[config.mk]
export PLATFORM = sky130hd
export DESIGN_NAME = muldiv_unit
export DESIGN_NICKNAME = d
export VERILOG_FILES = /design/src/rtl/muldiv_unit.sv
export SDC_FILE = /design/constraint.sdc
export NUM_CORES = 1
export LEC_CHECK = 0
export ABC_AREA = 0
export CAP_MARGIN = 30
export CORE_MARGIN = 4
export CORE_UTILIZATION = 40
export CTS_BUF_LIST = sky130_fd_sc_hd__clkbuf_2 sky130_fd_sc_hd__clkbuf_4 sky130_fd_sc_hd__clkbuf_8
export CTS_CLUSTER_DIAMETER = 50
export DETAILED_ROUTE_END_ITERATION = 12
export PLACE_DENSITY = 0.61
export RECOVER_POWER = 100
export SYNTH_ARGS = -nofsm -noshare
export SYNTH_HDL_FRONTEND = slang
export SYNTH_SLANG_ARGS = --single-unit
[constraint.sdc]
create_clock -name clk -period 8.3 [get_ports clk]
set_clock_uncertainty 0.15 [all_clocks]
set_input_delay 0.83 -clock clk [delete_from_list [all_inputs] [get_ports clk]]
set_output_delay 0.83 -clock clk [all_outputs]
set_load 0.02 [all_outputs]
[src/rtl/muldiv_unit.sv]
// Iterative RISC-V M-extension multiply/divide unit. It uses a radix-2 shift-add multiplier
// and a restoring divider, both working on operand magnitudes.
module muldiv_unit #(
  parameter int unsigned XLEN      = 32,
  parameter bit          EARLY_OUT = 1'b1
) (
  input  logic            clk,
  input  logic            rst,
  input  logic            req_valid,
  output logic            req_ready,
  input  logic [2:0]      req_op,
  input  logic [XLEN-1:0] req_a,
  input  logic [XLEN-1:0] req_b,
  input  logic            kill,
  output logic            rsp_valid,
  input  logic            rsp_ready,
  output logic [XLEN-1:0] rsp_data,
  output logic            busy
);

  localparam int unsigned CntW = $clog2(XLEN) + 1;

  localparam logic [2:0] OpMulh   = 3'b001;
  localparam logic [2:0] OpMulhsu = 3'b010;
  localparam logic [2:0] OpDiv    = 3'b100;
  localparam logic [2:0] OpRem    = 3'b110;

  typedef enum logic [1:0] {StIdle, StCalc, StDone} state_e;

  state_e            state_q;
  logic [2:0]        op_q;
  logic [XLEN-1:0]   b_mag_q;
  logic [XLEN-1:0]   acc_q;
  logic [XLEN-1:0]   lo_q;
  logic              a_neg_q;
  logic              b_neg_q;
  logic              b_zero_q;
  logic [CntW-1:0]   cnt_q;

  logic              a_signed;
  logic              b_signed;
  logic              a_neg_in;
  logic              b_neg_in;
  logic              b_zero_in;
  logic              ovf_in;
  logic              special_in;
  logic [XLEN-1:0]   a_mag_in;
  logic [XLEN-1:0]   b_mag_in;
  logic [XLEN-1:0]   early_data;

  logic [XLEN:0]     mul_sum;
  logic [XLEN:0]     div_shift;
  logic              div_ge;
  logic [XLEN-1:0]   acc_n;
  logic [XLEN-1:0]   lo_n;
  logic [2*XLEN-1:0] prod;
  logic [2*XLEN-1:0] prod_fix;
  logic [XLEN-1:0]   quo_fix;
  logic [XLEN-1:0]   rem_fix;
  logic [XLEN-1:0]   final_data;

  // Request decode: signedness, magnitudes and the divide special cases.
  always_comb begin
    a_signed   = (req_op == OpMulh) || (req_op == OpMulhsu) ||
                 (req_op == OpDiv)  || (req_op == OpRem);
    b_signed   = (req_op == OpMulh) || (req_op == OpDiv) || (req_op == OpRem);
    a_neg_in   = a_signed & req_a[XLEN-1];
    b_neg_in   = b_signed & req_b[XLEN-1];
    a_mag_in   = a_neg_in ? -req_a : req_a;
    b_mag_in   = b_neg_in ? -req_b : req_b;
    b_zero_in  = (req_b == '0);
    ovf_in     = ((req_op == OpDiv) || (req_op == OpRem)) &&
                 (req_a == {1'b1, {(XLEN-1){1'b0}}}) && (req_b == '1);
    special_in = req_op[2] && (b_zero_in || ovf_in);
    if (b_zero_in) begin
      early_data = req_op[1] ? req_a : '1;
    end else begin
      early_data = req_op[1] ? '0 : req_a;
    end
  end

  // One iteration step. lo holds the multiplier or the dividend/quotient, and acc
  // holds the partial product high half or the partial remainder.
  always_comb begin
    mul_sum   = {1'b0, acc_q} + (lo_q[0] ? {1'b0, b_mag_q} : '0);
    div_shift = {acc_q, lo_q[XLEN-1]};
    div_ge    = (div_shift >= {1'b0, b_mag_q});
    if (op_q[2]) begin
      acc_n = div_ge ? (div_shift[XLEN-1:0] - b_mag_q) : div_shift[XLEN-1:0];
      lo_n  = {lo_q[XLEN-2:0], div_ge};
    end else begin
      acc_n = mul_sum[XLEN:1];
      lo_n  = {mul_sum[0], lo_q[XLEN-1:1]};
    end
    prod     = {acc_n, lo_n};
    // The sign flags are already zero for unsigned operands, so a plain XOR covers every op.
    prod_fix = (a_neg_q ^ b_neg_q) ? -prod : prod;
    quo_fix  = ((a_neg_q ^ b_neg_q) && !b_zero_q) ? -lo_n : lo_n;
    rem_fix  = a_neg_q ? -acc_n : acc_n;
    if (op_q[2]) begin
      final_data = op_q[1] ? rem_fix : quo_fix;
    end else begin
      final_data = (op_q[1:0] == 2'b00) ? prod_fix[XLEN-1:0] : prod_fix[2*XLEN-1:XLEN];
    end
  end

  always_ff @(posedge clk or posedge rst) begin
    if (rst) begin
      state_q   <= StIdle;
      op_q      <= '0;
      b_mag_q   <= '0;
      acc_q     <= '0;
      lo_q      <= '0;
      a_neg_q   <= 1'b0;
      b_neg_q   <= 1'b0;
      b_zero_q  <= 1'b0;
      cnt_q     <= '0;
      req_ready <= 1'b1;
      rsp_valid <= 1'b0;
      busy      <= 1'b0;
      rsp_data  <= '0;
    end else if (kill) begin
      state_q   <= StIdle;
      req_ready <= 1'b1;
      rsp_valid <= 1'b0;
      busy      <= 1'b0;
      rsp_data  <= '0;
    end else begin
      unique case (state_q)
        StIdle: begin
          if (req_valid) begin
            op_q      <= req_op;
            b_mag_q   <= b_mag_in;
            a_neg_q   <= a_neg_in;
            b_neg_q   <= b_neg_in;
            b_zero_q  <= b_zero_in;
            cnt_q     <= '0;
            acc_q     <= '0;
            lo_q      <= a_mag_in;
            req_ready <= 1'b0;
            busy      <= 1'b1;
            if (EARLY_OUT && special_in) begin
              state_q   <= StDone;
              rsp_valid <= 1'b1;
              rsp_data  <= early_data;
            end else begin
              state_q <= StCalc;
            end
          end
        end
        StCalc: begin
          acc_q <= acc_n;
          lo_q  <= lo_n;
          cnt_q <= cnt_q + CntW'(1);
          if (cnt_q == CntW'(XLEN - 1)) begin
            state_q   <= StDone;
            rsp_valid <= 1'b1;
            rsp_data  <= final_data;
          end
        end
        StDone: begin
          if (rsp_ready) begin
            state_q   <= StIdle;
            req_ready <= 1'b1;
            rsp_valid <= 1'b0;
            busy      <= 1'b0;
            rsp_data  <= '0;
          end
        end
        default: state_q <= StIdle;
      endcase
    end
  end

endmodule
======== Yosys cells after proc, flatten, opt, wreduce, memory -nomap -nowiden ========
Cells that the tools add are included.
Widths: inputs -> output; s select.
storage, ports and cells
  output and inout port bits .............. 35
  register bits ........................... 145
  logic and storage cells ................. 109
  bits of input ports ..................... 72
operators by class
  reduce and logical (&&, ||, !) cells .... 23
  mux-type cells .......................... 46
  $add $sub $neg .......................... 8
  equality and inequality tests ........... 14
  bitwise operators ....................... 4
  magnitude comparators ................... 1
operator list
  operator              number
  $mux 32               21
  $neg 32->32           4
  $pmux 32 s2           2
  $pmux 32 s3           1
  $eq 32x32->1 const B  2
  $mux 64               1
  $neg 64->64           1
  $add 32x32->33        1
  $ge 33x32->1          1
  $logic_not 32->1      1
  $sub 32x32->32        1
  $ne 3x3->1 const B    4
  $pmux 6 s2            1
  $reduce_and 3->1      4
  $mux 1                10
  $mux 2                5
  $logic_or 1x1->1      7
  $add 6x1->6 const B   1
  $eq 3x3->1 const B    2
  $eq 6x5->1 const B    1
  $mux 6                1
  $pmux 2 s3            1
  $reduce_and 5->1      1
  $logic_and 1x1->1     4
  15 further kinds      18

======== Depth between registers and ports, before layout ========
Gate-level depths: netlist of run 1.
  depth after elaboration ................. 10
  mapped depth ............................ 24
  mapped depth without buffers ............ 21

======== Least setup slack after synthesis of run 1 ========
OpenSTA, ideal clock, no wires.
  path kind ............................... reg-to-reg
  start point ............................. register acc_q[8]
  end point ............................... register rsp_data[30]
  setup slack ............................. 2.956 ns
  data arrival time ....................... 5.062 ns
  setup time .............................. 0.132 ns
  stages on the path, launching flop included .. 24
  buffers on the path ..................... 4
  data required time ...................... 8.018 ns
  cells stage by stage .................... dfrtp_1 -> ha_1 -> buf_2 -> and4_1 -> nor3b_4 -> o211ai_2 -> a211o_1 -> buf_6 -> nand2_1 -> buf_2 -> buf_2 -> mux2i_1 -> mux2i_1 -> inv_1 -> ha_1 -> o21ai_0 -> a221o_1 -> or4b_4 -> nand3b_4 -> nor3_2 -> a41oi_1 -> xor2_1 -> a221oi_1 -> o21ai_1
between the ends
  cells in the longest elaborated chain, start to end .. 10
  elaborated cells between the ends (all ways) .. 18
RTL lines
  what                                                   line      source
  start, declared                                        33        logic [XLEN-1:0] acc_q;
  start signal, assigned                                 152       acc_q <= acc_n;
  $sub 32x32->32 / $ge 33x32->1 (equally long branches)  89, 87
  $mux 32                                                89        acc_n = div_ge ? (div_shift[XLEN-1:0] - b_mag_q) : div_shift[XLEN-1:0];
  $mux 32                                                88        if (op_q[2]) begin
  $neg 64->64 / $neg 32->32 (equally long branches)      97, 99
  $mux 64 / $mux 32 (equally long branches)              97, 99
  $mux 32 (on tied branches)                             103, 101
  $mux 32 *                                              100       if (op_q[2]) begin
  $mux 32 *                                              155       if (cnt_q == CntW'(XLEN - 1)) begin
  $pmux 32 s3 *                                          129       unique case (state_q)
  $mux 32 *                                              122       end else if (kill) begin
  end signal, assigned                                   145       rsp_data <= early_data;
  end signal, assigned                                   158       rsp_data <= final_data;
  end, declared                                          17        output logic [XLEN-1:0] rsp_data,
Mark *: on every way between the ends. The rest lies on a longest branch, timed or not. The select of a mux whose other input is x is not followed.
A chain may end at the register's enable or synchronous reset.

======== Final worst setup path of run 1 ========
  start point ............................. register acc_q[6]
  end point ............................... register rsp_data[25]
The elaborated chain is that of the path after synthesis.

==> reports/metrics.csv, run 1 <==
metric,value,unit
1st-iter DRT viols,1935,
"commonest non-fill, non-tap cell in the layout",nand2_1,
crit start category,flip-flop,
slowest CP cell,clkbuf_1,
Die ar.,45200,sq um
min Tclk post-route,7560,ps
synthesized net count,2453,
first-pass GRT wire length,109,mm
CP max FO,17,
Vias per Instance,6.50,
drt first pass iters,6,
clk sink count,145,
I/O Buffers,106,
area post-placement,18200,sq um
Inst Count DP,2841,
P_leak,7.65,nW
most frequent cells in the layout,"nand2_1, nor2_1, o21ai_0",
"EDFF count, synth",0,
failing checks,"max-capacitance violations, max-slew violations",
Rel. slew slack,-1.77,
Filler cells,4231,
setup TNS,0,ps
endpoints failing hold,0,
CTS tree,yes,
share of the synthesized area in the top cell type,0.215,
Synth area leader,dfrtp_1,
H-tree levels,4,
setup bufs post-CTS,0,
pin slew with the least headroom to its limit,4140,ps
Final #Nets,2479,
Inserted Diodes,0,
"antenna viol nets, final",0,
CTS Buf Count,17,
Final Cycle Share,0.911,
Synth Warn #,0,
RSZ-0062 raised after global routing,false,
share of layout cells above drive strength 1,0.0474,
GP Congestion,1.01,
pin count of the biggest net entering global routing,83,
Area growth syn-to-layout,10.6,%
CP Class,reg2reg,
num ports,107,
Routed wire per std cell,25.4,um
Synth Instances,2306,
Max VDD drop,0.231,mV
Die Ht,213,um
Mapped Area,16800,sq um
Total Power,0.00940,W
grt total ovfl,0,
Netlist cell types,104,
clk buf depth,2,
Power Density,507,nW/um^2
Die Width,213,um
"Reg clk slew, reported paths",80,ps
worst-path cell chain,ha_1 > nand2_1 > nor2_1 > o211ai_1 > a211o_1 > clkbuf_1 > nand2_1 > clkbuf_1 > o221ai_1 > or3b_2 > nor4_1 > and2_0 > a31oi_1 > o221a_1 > o21ai_0,
Top delay family on crit path,simple AND/OR/NAND/NOR gates,
hold buffer count at CTS,0,
Avg Inst Size Synth,7.27,sq um
crit end category,flip-flop,
final instance area,18500,sq um
crit path buf inv count,2,
# setup viols final,0,
clk root buf,clkbuf_8,
DR vias,18700,
Critical Path AT,7750,ps
post-cts resize count,0,
initial core utilization,0.408,
Synth Flop Type,dfrtp_1,
Rows,74,
Post-DP HPWL,55.8,mm
Worst EP required,8480,ps
DR DRC count,0,
sequential cell area fraction in the yosys report,0.217,
Hold Path Class,reg2reg,
CORE AREA,41100,sq um
"top cells by area, synth","dfrtp_1, o21ai_0, a21oi_1",
initial antenna violation count,6,
status,"finished, violations left",
"Slew Viols, Final",292,
final non-filler cell total,2875,
MaxCap Viol Count,6,
worst skew pair latency,530,ps
Post-synth ARST share,1.00,
fmax,132,MHz
"FF+latch count, synth",145,
Worst path max stage delay,1060,ps
final wirelength,73.0,mm
number of global-route vias before repair,17600,
All-Layer GR Usage,0.315,
## power breakdown
group	switching (W)	leakage (nW)	internal (W)
clock network	0.000339	0.205	0.000330
logic	0.00492	5.55	0.00247
registers	0.000366	1.89	0.000978
## logic make-up (layout without fill, tap and decap cells)
kind of cell | Yosys count | in the layout | synth area share
xor gates and xnor gates | 188 | 188 | 0.0982
muxes | 54 | 54 | 0.0330
DFF | 145 | 145 | 0.217
adders and majority gates | 75 | 75 | 0.0569
buffers and inverters | 219 | 256 | 0.0525
and+or+nand+nor | 858 | 858 | 0.249
AOI/OAI and AO/OA | 767 | 767 | 0.294
## flip-flops by register name (all words and copies together) (netlist names), 2 cells and up
name,flops
b_mag_q,32
lo_q,32
rsp_data,32
acc_q,32
cnt_q,6
op_q,3
state_q,2
## metrics by stage
stage               hold slack (ps)   util  worst slack [ps]
CTS                             354  0.453              1760
global route                    387  0.451               739
detailed placement              336  0.443              1750
global placement                331  0.442              1790
finish                          348  0.451               736
floorplan                       313      -              2960
## layout make-up
type	instances	area (sq um)	area share
clock inverters	12	186	0.0101
clock buffers	18	241	0.0130
multi-input cells	1942	12200	0.657
well taps	532	666	0.0359
repair buffers	141	1320	0.0711
flip-flops and latches	145	3630	0.196
inverters	85	320	0.0173
## Yosys cell counts (18+ instances only)
master / number
nand2_1: 261
nor2_1: 256
o21ai_0: 215
a21oi_1: 206
dfrtp_1: 144
xnor2_1: 108
clkbuf_1: 93
inv_1: 84
xor2_1: 80
ha_1: 73
nor3_1: 68
and2_1: 45
mux2i_1: 44
nand4_1: 40
a211oi_1: 37
nand3_1: 30
a21o_1: 28
o31ai_1: 26
or3_1: 26
o211ai_1: 24
nand2b_1: 23
o221ai_1: 23
buf_2: 21
a22o_1: 20
a221oi_1: 18
a31oi_1: 18
## worst reg2reg max path: stages (launching register included)
cell and delay, ps:
dfrtp_1 430, ha_1 510, nand2_1 260, nor2_1 350, o211ai_1 250, a211o_1 390
clkbuf_1 500, nand2_1 550, clkbuf_1 1060, o221ai_1 600, or3b_2 640, nor4_1 380
and2_0 360, a31oi_1 190, o221a_1 300, o21ai_0 470
## per-layer routing
metal / wire, um / up-vias / GRT usage
met2: 31100 / 1045 / 0.469
met1: 31400 / 9022 / 0.445
met4: 2370 / 6 / 0.102
li1: - / 8457 / -
met3: 8010 / 150 / 0.0823
met5: 46 / - / 0
## path summary, 6_finish.rpt
path | start | to | slack (ps) | cells after the start
worst max-delay path | acc_q[6]$_DFFE_PP0P_ | rsp_data[25]$_DFFE_PP0P_ | 740 | 15
worst min-delay path | b_mag_q[27]$_DFFE_PP0P_ | b_mag_q[27]$_DFFE_PP0P_ | 350 | 2
worst max register to register | acc_q[6]$_DFFE_PP0P_ | rsp_data[25]$_DFFE_PP0P_ | 740 | 15
worst min register to register | b_mag_q[27]$_DFFE_PP0P_ | b_mag_q[27]$_DFFE_PP0P_ | 350 | 2
max in group asynchronous | rst | acc_q[8]$_DFFE_PP0P_ | 3840 | 4
min in group asynchronous | rst | cnt_q[4]$_DFFE_PP0P_ | 1840 | 2
(Power assumes the default switching activity.)
==> run 2: changes to the inputs <==
--- a/config.mk
+++ b/config.mk
@@ -6,7 +6,6 @@
 export NUM_CORES = 1
 export LEC_CHECK = 0
 export ABC_AREA = 0
-export CAP_MARGIN = 30
 export CORE_MARGIN = 4
 export CORE_UTILIZATION = 40
 export CTS_BUF_LIST = sky130_fd_sc_hd__clkbuf_2 sky130_fd_sc_hd__clkbuf_4 sky130_fd_sc_hd__clkbuf_8
==> run 2 against run 1 <==
Net effect:
- the run still ends with max-capacitance violations, max-slew violations left
- hold slack improved by 5.0 ps
- design area about the same
- clock power increased by 6.7%
- largest power group unchanged
- count of clock-buffer cells in the layout increased by 2
- power up 0.50%
==> reports/metrics.csv, run 2 (synthesis gave the netlist of run 1 again) <==
metric,value,unit
status,"finished, violations left",
failing checks,"max-capacitance violations, max-slew violations",
RSZ-0062 raised after global routing,false,
All-Layer GR Usage,0.313,
Worst EP required,8510,ps
GP Congestion,1.01,
Final Cycle Share,0.890,
Vias per Instance,6.48,
initial core utilization,0.408,
Hold Path Class,reg2reg,
Total Power,0.00944,W
Rows,74,
"commonest non-fill, non-tap cell in the layout",nand2_1,
Die Ht,213,um
Rel. slew slack,-1.78,
first-pass GRT wire length,108,mm
DR DRC count,0,
setup bufs post-CTS,0,
P_leak,7.65,nW
final instance area,18600,sq um
Top delay family on crit path,simple AND/OR/NAND/NOR gates,
multi-input logic area,12200,sq um
I/O Buffers,106,
number of global-route vias before repair,17500,
Final Util,0.451,
final wirelength,72.8,mm
clk buf depth,2,
CTS Buf Count,17,
Register Area,3630,sq um
Routed wire per std cell,25.4,um
Post-DP HPWL,55.6,mm
share of layout cells above drive strength 1,0.0479,
Filler cells,4246,
fmax,135,MHz
CTS tree,yes,
"Slew Viols, Final",341,
num ports,107,
worst-path cell chain,ha_1 > nand2_1 > nor2_1 > o211ai_1 > a211o_1 > clkbuf_1 > nand2_1 > clkbuf_1 > o221ai_1 > or3b_2 > nor4_4 > and2_0 > a31oi_1 > o221a_1 > o21ai_0,
pin count of the biggest net entering global routing,83,
Die ar.,45200,sq um
CP Class,reg2reg,
drt first pass iters,6,
crit start category,flip-flop,
# setup viols final,0,
H-tree levels,4,
CORE AREA,41100,sq um
endpoints failing hold,0,
Worst path max stage delay,1090,ps
Max VDD drop,0.265,mV
CP max FO,17,
clk sink count,145,
clk root buf,clkbuf_8,
DR vias,18600,
initial antenna violation count,3,
area post-placement,18200,sq um
min Tclk post-route,7380,ps
Power Density,509,nW/um^2
post-cts resize count,0,
MaxCap Viol Count,6,
hold buffer count at CTS,0,
pin slew with the least headroom to its limit,4150,ps
1st-iter DRT viols,2162,
"antenna viol nets, final",0,
Final #Nets,2473,
crit path buf inv count,2,
grt total ovfl,0,
crit end category,flip-flop,
slowest CP cell,clkbuf_1,
worst skew pair latency,530,ps
Area growth syn-to-layout,10.7,%
setup TNS,0,ps
Critical Path AT,7590,ps
most frequent cells in the layout,"nand2_1, nor2_1, o21ai_0",
"Reg clk slew, reported paths",90,ps
Die Width,213,um
==> run 2: changes by cell type in the layout (fill, tap and decap cells not counted), moves of 2 or more <==
cell      change
clkinv_4      -2
o21ai_0       -2
nor4_1        -2
buf_4         -3
nor4_4        +2
o21ai_1       +3
diode_2       +2
clkbuf_1      -2
==> run 2: area by class of cell <==
cell class              count  area share
repair buffers            135      0.0673
multi-input cells        1942       0.658
clock buffers              20      0.0142
well taps                 532      0.0359
inverters                  85      0.0173
clock inverters            12      0.0111
flip-flops and latches    145       0.196
diodes                      2    0.000270
==> run 2: where the power goes <==
group / total [W] / switching, W / leakage, nW / internal (W)
Clock: 0.000713 / 0.000340 / 0.223 / 0.000374
Combinational: 0.00739 / 0.00493 / 5.53 / 0.00246
Sequential: 0.00134 / 0.000366 / 1.89 / 0.000978
==> run 2: final timing paths <==
path	startpoint	endpoint	slack (ps)	depth (start not counted)
worst max-delay path	acc_q[5]$_DFFE_PP0P_	rsp_data[25]$_DFFE_PP0P_	920	15
min in group asynchronous	rst	cnt_q[3]$_DFFE_PP0P_	1830	2
worst min register to register	b_mag_q[27]$_DFFE_PP0P_	b_mag_q[27]$_DFFE_PP0P_	350	2
worst max register to register	acc_q[5]$_DFFE_PP0P_	rsp_data[25]$_DFFE_PP0P_	920	15
worst min-delay path	b_mag_q[27]$_DFFE_PP0P_	b_mag_q[27]$_DFFE_PP0P_	350	2
max in group asynchronous	rst	acc_q[29]$_DFFE_PP0P_	2950	3
==> run 2: tightest hold or removal path: stages, from the launching register on <==
cell	delay [ps]
dfrtp_1	360
nand2_1	50
o21ai_0	60
==> run 2: routing by layer <==
layer  share of wire  GRT usage  vias up
li1                -          -     8437
met1            0.44      0.442     8991
met2            0.43      0.465     1023
met3            0.10     0.0818      155
met4           0.033      0.105        4
met5         0.00034          0        -
==> run 2: metrics by stage <==
stage | hold slack, ps | setup slack [ps] | std cells
final | 353 | 915 | 2873
after floorplan | 313 | 2960 | 2306
after global routing | 395 | 770 | 2871
after CTS | 355 | 1780 | 2871
after global placement | 331 | 1790 | 2839
after detailed placement | 336 | 1770 | 2839
